===== src/rtl/pattern_pwm_seq.sv =====
// -----------------------------------------------------------------------------
// pattern_pwm_seq
//   Plays a latched per-channel bit pattern on N_CH outputs that share one
//   timeline. Each pattern bit is held for duty_num+1 cycles. A pass covers
//   bits 0..pat_len, and the block runs rep_num passes (0 = run until stopped).
//
// Ports
//   clk         : clock, rising edge
//   rst         : asynchronous active-high reset
//   start       : begin a sequence (sampled only when idle)
//   stop        : abort a running sequence; also blocks a start when idle
//   duty_num    : hold count per bit minus one
//   pat_len     : index of the last bit played (clamped to PAT_WIDTH-1)
//   rep_num     : number of passes, 0 = continuous
//   pat         : channel c pattern in pat[c*PAT_WIDTH +: PAT_WIDTH], bit 0 first
//   idle_level  : per-channel output level while idle
//   pwm_out     : registered channel outputs
//   busy        : high while a sequence runs
//   done        : one-cycle pulse on natural completion
//   aborted     : one-cycle pulse when stop ends a running sequence
//   bit_idx     : index of the bit currently driven
//   rep_cnt     : completed passes in the current sequence
// -----------------------------------------------------------------------------
module pattern_pwm_seq #(
   parameter int PAT_WIDTH  = 32,
   parameter int N_CH       = 4,
   parameter int DUTY_WIDTH = 16,
   parameter int LEN_WIDTH  = 5,
   parameter int REP_WIDTH  = 8
) (
   input  logic                      clk,
   input  logic                      rst,
   input  logic                      start,
   input  logic                      stop,
   input  logic [DUTY_WIDTH-1:0]     duty_num,
   input  logic [LEN_WIDTH-1:0]      pat_len,
   input  logic [REP_WIDTH-1:0]      rep_num,
   input  logic [N_CH*PAT_WIDTH-1:0] pat,
   input  logic [N_CH-1:0]           idle_level,
   output logic [N_CH-1:0]           pwm_out,
   output logic                      busy,
   output logic                      done,
   output logic                      aborted,
   output logic [LEN_WIDTH-1:0]      bit_idx,
   output logic [REP_WIDTH-1:0]      rep_cnt
);

   // Patterns are widened to the full bit_idx range so any index is in bounds.
   localparam int                   PAD_W   = 2 ** LEN_WIDTH;
   localparam logic [LEN_WIDTH-1:0] MAX_IDX = LEN_WIDTH'(PAT_WIDTH - 1);

   typedef enum logic {IDLE, RUN} state_t;

   state_t                    r_state;
   logic [DUTY_WIDTH-1:0]     r_duty;
   logic [DUTY_WIDTH-1:0]     r_hold;
   logic [LEN_WIDTH-1:0]      r_len;
   logic [REP_WIDTH-1:0]      r_rep;
   logic [N_CH*PAT_WIDTH-1:0] r_pat;

   logic                      w_bit_end;
   logic                      w_pass_end;
   logic                      w_last_pass;
   logic [REP_WIDTH:0]        w_rep_inc;
   logic [LEN_WIDTH-1:0]      w_next_idx;
   logic [LEN_WIDTH-1:0]      w_len_clamp;
   logic [N_CH-1:0]           w_next_bits;
   logic [N_CH-1:0]           w_first_bits;

   assign w_bit_end   = (r_hold == r_duty);
   assign w_pass_end  = w_bit_end && (bit_idx == r_len);
   // One bit wider so rep_cnt+1 cannot wrap before comparing with rep_num.
   assign w_rep_inc   = {1'b0, rep_cnt} + (REP_WIDTH+1)'(1);
   assign w_last_pass = (r_rep != '0) && (w_rep_inc >= {1'b0, r_rep});
   assign w_next_idx  = w_pass_end ? '0 : bit_idx + LEN_WIDTH'(1);
   assign w_len_clamp = (pat_len > MAX_IDX) ? MAX_IDX : pat_len;

   generate
      for (genvar gi = 0; gi < N_CH; gi++) begin : g_ch
         logic [PAT_WIDTH-1:0] w_ch_pat;
         logic [PAD_W-1:0]     w_ch_pad;
         assign w_ch_pat         = r_pat[gi*PAT_WIDTH +: PAT_WIDTH];
         assign w_ch_pad         = PAD_W'(w_ch_pat);
         assign w_next_bits[gi]  = w_ch_pad[w_next_idx];
         // First bit comes straight from the input so it shows on the start edge.
         assign w_first_bits[gi] = pat[gi*PAT_WIDTH];
      end
   endgenerate

   always_ff @(posedge clk or posedge rst) begin
      if (rst) begin
         r_state <= IDLE;
         r_duty  <= '0;
         r_hold  <= '0;
         r_len   <= '0;
         r_rep   <= '0;
         r_pat   <= '0;
         pwm_out <= '0;
         busy    <= 1'b0;
         done    <= 1'b0;
         aborted <= 1'b0;
         bit_idx <= '0;
         rep_cnt <= '0;
      end else begin
         done    <= 1'b0;
         aborted <= 1'b0;
         case (r_state)
            IDLE: begin
               pwm_out <= idle_level;
               bit_idx <= '0;
               if (start && !stop) begin
                  r_duty  <= duty_num;
                  r_len   <= w_len_clamp;
                  r_rep   <= rep_num;
                  r_pat   <= pat;
                  r_hold  <= '0;
                  rep_cnt <= '0;
                  busy    <= 1'b1;
                  pwm_out <= w_first_bits;
                  r_state <= RUN;
               end
            end
            RUN: begin
               if (stop) begin
                  // Abort wins over a completion falling on the same edge.
                  r_state <= IDLE;
                  busy    <= 1'b0;
                  aborted <= 1'b1;
                  pwm_out <= idle_level;
                  bit_idx <= '0;
                  r_hold  <= '0;
               end else if (w_bit_end) begin
                  r_hold <= '0;
                  if (w_pass_end && w_last_pass) begin
                     r_state <= IDLE;
                     busy    <= 1'b0;
                     done    <= 1'b1;
                     pwm_out <= idle_level;
                     bit_idx <= '0;
                  end else begin
                     bit_idx <= w_next_idx;
                     pwm_out <= w_next_bits;
                     if (w_pass_end) begin
                        rep_cnt <= w_rep_inc[REP_WIDTH-1:0];
                     end
                  end
               end else begin
                  r_hold <= r_hold + DUTY_WIDTH'(1);
               end
            end
            default: r_state <= IDLE;
         endcase
      end
   end

endmodule


===== config.mk =====
export PLATFORM = sky130hd
export DESIGN_NAME = pattern_pwm_seq
export DESIGN_NICKNAME = d
export VERILOG_FILES = /design/src/rtl/pattern_pwm_seq.sv
export SDC_FILE = /design/constraint.sdc
export NUM_CORES = 1
export LEC_CHECK = 0
export ABC_CLOCK_PERIOD_IN_PS = 12740
export BUFFER_PORTS_ARGS = -buffer_cell sky130_fd_sc_hd__buf_4
export CORE_ASPECT_RATIO = 1.4
export CORE_UTILIZATION = 55
export DETAILED_ROUTE_END_ITERATION = 10
export PLACE_DENSITY = 0.75
export SKIP_CTS_REPAIR_TIMING = 1
export SYNTH_ARGS = -nofsm -noshare
export SYNTH_HDL_FRONTEND = slang
export SYNTH_SLANG_ARGS = --single-unit

===== constraint.sdc =====
create_clock -name clk -period 12.74 [get_ports clk]
set_clock_uncertainty 0.05 [all_clocks]
set_input_delay 0.637 -clock clk [delete_from_list [all_inputs] [get_ports clk]]
set_output_delay 0.637 -clock clk [all_outputs]
set_load 0.03 [all_outputs]

==> impl_metrics.toml, run 1 <==
[outcome]
status = "complete, no violations"

[global_routing]
antenna_found_initial = 0
grt_pass1_vias = 7992
grt_start_max_net_pins = 122
grt_usage = 0.284
grt_pass1_wl_mm = 39.0
grt.overflow.total = 0

[worst_setup_path]
crit_fanout = 41
r2r-start = "bit_idx[0]"
worstSetupPathType = "flip-flop to flip-flop"
r2r_slack_ns = 9.26
slowest_stage = "dfrtp_2"
critPathTopFamily = "flip-flops"
crit_required_ns = 12.99
slowest_delay_ns = 0.94
critPathLaunch = "bit_idx[0]"
path_buf_inv = 1
cp-end-kind = "flip-flop"
crit_path_cell_trace = "ha_2, xor2_4, buf_4, mux4_2, mux2_2, and3_1, nor4_1, a31oi_1"
startpoint_type = "flip-flop"
arrival_ns = 3.73

[route]
drtIter0Drc = 551
drc = 0
vias = 8022
drtPass1Iterations = 7
routed_wl_mm = 24.2
drt-wirelength-per-cell_um = 16.3
viasPerCell = 5.41
antenna_left = 0

[flow_run]
drv_cap = 0

[synth]
synth_warnings = 0
async_flop_share = 1.00
synth_area_per_cell_um2 = 8.75
synth_cell_type_count = 63
synth.net_count = 1269
netlist_area_um2 = 9560
synthTopCellsByCount = "516 x nand2_1, 194 x dfrtp_1, 36 x nor2_1, 33 x o21ai_0, 32 x clkbuf_1"
synth_top_area_share = 0.508
syn_inst = 1093
ys_seq_area_frac = 0.508
synth_area_leaders = "dfrtp_1 51%, nand2_1 20%, mux4_2 4.5%, xor2_1 2.3%, o21ai_0 1.7%"
synth_seq_cells = 194
synth_area_leader_cell = "dfrtp_1"
synth_edf_count = 0
yosysMostFrequentCell = "nand2_1"
ys.flop_type = "dfrtp_1"

[pwr]
p_per_area_nw_per_um2 = 135
total_power_uw = 1560
cellLeakagePower_uw = 0.00594
ir_worst_vdd_v = 0.0000751

[final_layout]
drive_above_1_share = 0.208
fin_cells = 1483
fillers = 1369
antenna_cells = 0
nets = 1416
syn2layout_area_growth_pct = 21.0

[sta]
grt_setup_unrepaired = "false"
slew_headroom = 0.265
holdWs_ns = 0.273
setup_viol = 0
hold_viol_final = 0
max_slew.worst_pin.slew_ns = 1.10
finalCriticalPeriod_ns = 3.48
post-route-period-util = 0.273
drv_slew = 0
setup_tns_ns = 0
fmax_ghz = 0.287

[clock_network]
htreeDepth = 4
clk_pin_slew_worst_paths_ns = 0.07
clock_path_buffers = 2
cts_buffers = 17
cts_tree = "yes"
cts.sinks = 194
insertion_delay_ns = 0.43
root_buffer = "clkbuf_16"

[die]
num_rows = 56
fp.dieH_um = 158
core-area_um2 = 16900
die_area_um2 = 17900
chipWidth_um = 113
start_util = 0.566
ioPinCount = 185

[place]
hpwl_mm = 16.9
place_inst = 1453
gp_congestion = 0.903
io_buffers = 184

[worst_hold_path]
hp-class = "input port to asynchronous set/reset pin"
sequential cells by signal (all words and copies together), names as in the netlist:
register  count
pwm_out       4
r_pat       128
bit_idx       5
r_rep         8
r_len         5
aborted       1
r_duty       16
r_hold       16
rep_cnt       8
busy          1
r_state       1
done          1
path summary, 6_finish.rpt:
kind	to	cells past startpoint
min in group clk	r_pat[123]	3
max in group asynchronous	r_pat[32]	3
min	rep_cnt[5]	2
max	pwm_out[2]	8
min reg2reg	r_pat[44]	2
max reg2reg	pwm_out[2]	8
layout make-up:
type / count / area (um^2) / area share
Sequential cell: 194 / 4860 / 0.420
Clock buffer: 19 / 453 / 0.0392
Inverter: 16 / 67.6 / 0.00584
Clock inverter: 11 / 104 / 0.00898
Timing Repair Buffer: 189 / 1420 / 0.123
Tap cell: 232 / 290 / 0.0251
Multi-Input combinational cell: 822 / 4380 / 0.378
worst register-to-register path, delay by kind of cell (launching register included):
kind,cells,cell delay [ns]
compound gates,1,0.13
fa+ha+maj,1,0.43
xor+xnor,1,0.15
mux,2,0.70
simple gates,2,0.50
flops,1,0.94
buf+inv,1,0.45
power by group:
| group | switching [uW] | total [uW] | internal, uW |
|---|---|---|---|
| logic | 143 | 264 | 121 |
| clock network | 233 | 512 | 279 |
| registers | 63.9 | 780 | 716 |
| total | 440 | 1560 | 1120 |
metal layers:
metal,up-vias,GRT usage,share of wire
met3,54,0.0456,0.052
met4,0,0.120,0.030
met2,302,0.486,0.50
li1,3867,-,-
met1,3799,0.358,0.42
met5,-,0,0
layout by cell type (no fill, tap or decap), types with 4 or more instances in the layout:
master     Yosys  layout
and2_1         5       5
ha_1          11      10
nor2_1        36      35
nand3_1       15      15
inv_1         15      14
xnor2_1       15      15
o221ai_1       4       4
buf_4          4     189
mux2_2         6       6
clkbuf_16      0      17
o21ai_0       33      33
and3_1         8       8
a31oi_1        4       4
nor4_1        10      10
mux2i_1       12      12
nand2_1      516     516
dfrtp_1      194     193
mux4_2        19      19
nand4_1        4       4
xor2_1        25      25
a21oi_1       15      15
nor3_1        21      21
o31ai_1        4       4
nand2b_1       7       6
cells by family after synthesis:
kind of cell	count (synthesis)	share of synthesized area
AO/OA/AOI/OAI	97	0.0678
XOR/XNOR	42	0.0412
adder cells (fa/ha/maj)	11	0.0144
buffers and inverters	77	0.0363
flip-flops	194	0.508
multiplexers	37	0.0644
AND/OR/NAND/NOR	635	0.268
stage by stage:
| step | util | cell area, um^2 | setup WS, ns |
|---|---|---|---|
| floorplan | - | 9560 | 6.77 |
| global placement | 0.652 | 11000 | 9.36 |
| detailed placement | 0.652 | 11000 | 9.33 |
| CTS | 0.685 | 11600 | 9.29 |
| global route | 0.685 | 11600 | 9.08 |
| finish | 0.685 | 11600 | 9.26 |
Note: power is estimated with default switching activity, not from simulation.
==> run 2: changes to the inputs <==
ABC_AREA = 1   (was not set)
ABC_CLOCK_PERIOD_IN_PS = 3000   (was 12740)
CORE_UTILIZATION = 51   (was 55)
PLACE_DENSITY = 0.73   (was 0.75)
clock period = 3 ns   (was 12.74 ns; I/O delays follow)
==> run 2 against run 1 <==
  * Synthesized cell count up 16%
  * Global-route usage down 1.1 points
  * Sequential power rose to 4.2 times the previous value
==> impl_metrics.toml, run 2 <==
[synth]
synth_area_leader_cell = "dfrtp_1"
async_flop_share = 1.00
netlist_area_um2 = 9710
yosysMostFrequentCell = "nand2_1"
synth_seq_cells = 194
ys.flop_type = "dfrtp_1"
synth_warnings = 0
ys_seq_area_frac = 0.500
syn_inst = 1271
synth_cell_type_count = 32
synth_top_area_share = 0.500
synth_area_per_cell_um2 = 7.64
synth_area_leaders = "dfrtp_1 50%, nand2_1 16%, nand3_1 7.9%, o21ai_0 6.1%, inv_1 5.4%"
synthTopCellsByCount = "420 x nand2_1, 194 x dfrtp_1, 153 x nand3_1, 141 x inv_1, 118 x o21ai_0"
synth_edf_count = 0
synth.net_count = 1447

[worst_setup_path]
arrival_ns = 3.05
worstSetupPathType = "flip-flop to flip-flop"
startpoint_type = "flip-flop"
cp-end-kind = "flip-flop"
crit_required_ns = 3.25
crit_fanout = 5

[final_layout]
drive_above_1_share = 0.171
final_common_cell = "nand2_1"
final_cell_mix = "419 x nand2_1, 209 x buf_4, 194 x dfrtp_1"
fin_cells = 1857
largest-register = "r_pat"
syn2layout_area_growth_pct = 40.2
nets = 1775
largest_reg_flops = 128
reg_top3 = "r_pat (128), r_duty (16), r_hold (16)"

[route]
drtPass1Iterations = 6
viasPerCell = 5.32
highest_layer = "met4"
vias = 9878
drc = 0
antenna_left = 0
drt-wirelength-per-cell_um = 16.1
met2WireLength_mm = 15.4
routed_wl_mm = 29.8
drtIter0Drc = 971
m1WireLength_mm = 12.0
met3_length_mm = 1.55

[global_routing]
grt_usage = 0.272
antenna_found_initial = 1
grt.overflow.total = 0
grt_pass1_vias = 8405
grt_start_max_net_pins = 163
grt_pass1_wl_mm = 41.7

[clock_network]
cts_tree = "yes"
cts_buffers = 17
clock_path_buffers = 2
root_buffer = "clkbuf_16"
cts.sinks = 194
htreeDepth = 4
clk_pin_slew_worst_paths_ns = 0.07
insertion_delay_ns = 0.43

[sta]
slew_headroom = 0.557
hold_viol_final = 0
setup_ws_ns = 0.201
max_slew.worst_pin.slew_ns = 0.664
finalCriticalPeriod_ns = 2.80
setup_viol = 0
setup_tns_ns = 0
holdWs_ns = 0.00261
post-route-period-util = 0.933
drv_slew = 0
fmax_ghz = 0.357

[pwr]
p_per_area_nw_per_um2 = 527
ir_worst_vdd_v = 0.000383
cellLeakagePower_uw = 0.00689

[die]
ioPinCount = 185
chipWidth_um = 119
num_rows = 59
core-area_um2 = 18600
fp.dieH_um = 165
start_util = 0.522
die_area_um2 = 19600

[flow_run]
drv_cap = 0

[place]
io_buffers = 184
place_inst = 1664
dp_slack_ns = 0.236
hpwl_mm = 18.7
gp_congestion = 0.873

[worst_hold_path]
hp-class = "input port to flip-flop"

[outcome]
status = "complete, no violations"
## run 2: cell types whose count changed after synthesis, moves of 15 or more
cell      delta
nand3_1    +138
nand2_1     -96
nand3b_1    +15
nor2_1      +23
o21ai_0     +85
inv_1      +126
mux4_2      -19
xnor2_1     -15
## run 2: worst paths after layout
path / from / endpoint / slack [ns] / depth (start not counted)
worst max-delay path: rep_cnt[0] / pwm_out[1] / 0.20 / 16
worst min-delay path: idle_level[3] / pwm_out[3] / 0.003 / 3
worst max register to register: rep_cnt[0] / pwm_out[1] / 0.20 / 16
worst min register to register: r_pat[77] / r_pat[77] / 0.42 / 2
max in group asynchronous: rst / r_pat[57] / 1.74 / 5
min in group asynchronous: rst / r_pat[93] / 0.17 / 3
## run 2: logic make-up (layout without fill, tap and decap cells)
family	after synthesis	after routing	share of synthesized area
AO/OA/AOI/OAI	156	156	0.0870
XOR/XNOR	13	13	0.0117
adder cells (fa/ha/maj)	11	11	0.0142
buffers and inverters	211	552	0.0862
flip-flops	194	194	0.500
other	0	1	0
AND/OR/NAND/NOR	686	686	0.301
## run 2: where the power goes
part,switching [uW],internal (uW)
Clock,1010,1420
Combinational,819,675
Sequential,203,3050
## run 2: routing by layer
metal,vias up,track usage
met4,0,0.0990
met2,398,0.465
li1,4704,-
met5,-,0
met1,4702,0.352
met3,74,0.0409
## run 2: area by class of cell
cell class              count  area [um^2]
diodes                      1         2.50
clock buffers              19          443
clock inverters            13          183
fillers                  1404         4980
inverters                 148          559
multi-input cells         866         4030
flip-flops and latches    194         4850
well taps                 244          305
repair buffers            372         3240
## run 2: worst max-delay path, cell delays in order (launching register included)
cell,delay (ns)
dfrtp_1,0.40
ha_1,0.20
nand3_1,0.12
nand3b_1,0.21
xor2_1,0.20
inv_1,0.07
ha_1,0.30
a21o_1,0.16
o21ai_0,0.15
nand2_1,0.11
nand4_1,0.12
nand2_1,0.14
buf_4,0.18
nand2_1,0.06
nand2_1,0.05
nand2_1,0.06
a21oi_1,0.07
## run 2: metrics by stage
stage	power [uW]	util	instance area, um^2
after global routing	7530	0.732	13600
after detailed placement	4570	0.612	11400
final	7180	0.732	13600
after global placement	4530	0.612	11400
after floorplan	4070	-	9720
after CTS	6990	0.646	12000
==> run 3: changes to the inputs <==
ABC_CLOCK_PERIOD_IN_PS = 2300   (was 3000)
clock period = 2.3 ns   (was 3 ns; I/O delays follow)
==> run 3 against run 2 <==
  * The run now ends with negative setup slack left
  * Combinational power rose by 38%
  * Sequential power rose by 30%
  * Cell area is 7.1% higher
  * Global-route usage up 0.57 points
  * Worst hold slack better by 0.13 ns
  * Final cell count grew 4.4%
  * Clock-buffer cell count down 1
  * Core utilization increased by 5.2 points
  * First-iteration DRC count grew 2.7%
  * Power rose by 33%
  * Non-clock buffer count is 82 higher
  * Largest cell class unchanged
  * Largest power group unchanged
==> impl_metrics.toml, run 3 (synthesis results as in run 2) <==
[final_layout]
stdcell_area_um2 = 14600
syn2layout_area_growth_pct = 50.2
final_common_cell = "nand2_1"
fillers = 1230
reg_top3 = "r_pat (128), r_duty (16), r_hold (16)"
largest-register = "r_pat"
final_cell_mix = "414 x nand2_1, 273 x buf_4, 194 x dfrtp_1"
antenna_cells = 0
fin_cells = 1938
drive_above_1_share = 0.228
nets = 1858
largest_reg_flops = 128

[place]
dpl-instance-area_um2 = 12000
gp_congestion = 0.877
place_inst = 1734
hpwl_mm = 18.9
io_buffers = 184

[clock_network]
htreeDepth = 4
cts.sinks = 194
cts_buffers = 17
cts_tree = "yes"
clock_path_buffers = 2
clk_pin_slew_worst_paths_ns = 0.07
insertion_delay_ns = 0.44
root_buffer = "clkbuf_16"

[worst_setup_path]
crit_required_ns = 2.61
crit_fanout = 4
startpoint_type = "flip-flop"
r2r_slack_ns = -0.39
r2r_cells = 17
r2r-start = "rep_cnt[1]"
slowest_stage = "dfrtp_1"
crit_path_frequent_cell = "nand2_1"
path_buf_inv = 3
critPathLaunch = "rep_cnt[1]"
arrival_ns = 3.00
cp-end-kind = "flip-flop"
r2r_end = "pwm_out[2]"
worstSetupPathType = "flip-flop to flip-flop"
slowest_delay_ns = 0.38
crit_path_cell_trace = "ha_2, nand3_2, buf_4, xor2_1, inv_1, ha_1, a21oi_2, a21oi_2, o21ai_1, nand2_1, nand4_1, nand2_2, inv_2, nand3_1, nand2_1, nand2_1, a21oi_1"
critPathTopFamily = "simple AND/OR/NAND/NOR gates"
worst-path-stages = 17
crit_end = "pwm_out[2]"

[route]
antenna_left = 0
drtPass1Iterations = 7
vias = 10300
routed_wl_mm = 31.0
drc = 0
viasPerCell = 5.31
drt-wirelength-per-cell_um = 16.0
drtIter0Drc = 997

[pwr]
netSwitchingPower_uw = 2690
total_power_uw = 9550
cellLeakagePower_uw = 0.00738
p_comb_frac = 0.216
switching_share = 0.281
clkPwrFrac = 0.341
p_per_area_nw_per_um2 = 655
power.internal_uw = 6870
ir_worst_vdd_v = 0.000426
seq_power_share = 0.443

[die]
start_util = 0.522
ioPinCount = 185
chipWidth_um = 119
num_rows = 59
die_area_um2 = 19600
core-area_um2 = 18600
fp.dieH_um = 165

[global_routing]
grt_pass1_wl_mm = 42.7
antenna_found_initial = 0
grt_pass1_vias = 8778
grt_usage = 0.278
grt.overflow.total = 0
grt_start_max_net_pins = 79

[sta]
setup_ws_ns = -0.386
slew_headroom = 0.514
drv_slew = 0
post-route-period-util = 1.17
finalCriticalPeriod_ns = 2.69
hold_viol_final = 0
setup_viol = 16
fmax_ghz = 0.372
max_slew.worst_pin.slew_ns = 0.727
grt_setup_unrepaired = "true"

[outcome]
violations = "negative setup slack"
status = "complete, but fails checks"

[worst_hold_path]
whs_path_depth = 5
hp-class = "input port to flip-flop"

[flow_run]
drv_cap = 0
## run 3: metrics by stage
step | setup WS, ns | hold WS [ns] | util | TNS [ns]
after floorplan | -0.411 | 0.165 | - | -76.42
after global placement | -0.286 | 0.219 | 0.647 | -2.56
after detailed placement | -0.442 | 0.214 | 0.647 | -4.67
after CTS | -0.464 | -0.246 | 0.682 | -4.93
after global routing | -0.608 | 0.157 | 0.784 | -8.19
final | -0.386 | 0.135 | 0.784 | -4.59
## run 3: worst reg2reg max path, delay by kind of cell, from the launching register on
kind | cells | cell delay, ns
buffers and inverters | 3 | 0.34
DFF | 1 | 0.38
adders and majority gates | 2 | 0.52
xor gates and xnor gates | 1 | 0.22
and+or+nand+nor | 7 | 0.61
AOI/OAI and AO/OA | 4 | 0.49
## run 3: area by class of cell
class,count,area [um^2],area share
clock buffer,18,429,0.0294
inverter,148,559,0.0383
timing repair buffer,454,4010,0.275
tap,244,305,0.0209
multi-input combinational,867,4220,0.289
sequential,194,4850,0.333
clock inverter,13,210,0.0144
## run 3: worst min-delay path by stage
stage,startpoint,to,slack [ns]
final,stop,r_state,0.14
after global routing,stop,r_state,0.16
after CTS,rst,r_pat[98],-0.25
after detailed placement,rst,r_pat[98],0.21
after global placement,rst,r_pat[98],0.22
after floorplan,stop,aborted,0.16
## run 3: power by group through the flow
stage	sequential [uW]	clock, uW	combinational [uW]
CTS	4220	3260	1760
global route	4280	3410	2310
global placement	4260	0	1690
floorplan	4260	0	1040
finish	4240	3250	2060
detailed placement	4270	0	1750
## run 3: layer usage
metal	track usage	up-vias	share of wire
met2	0.465	471	0.52
met1	0.363	4868	0.39
met3	0.0371	84	0.056
met4	0.122	0	0.035
met5	0	-	0
li1	-	4864	-
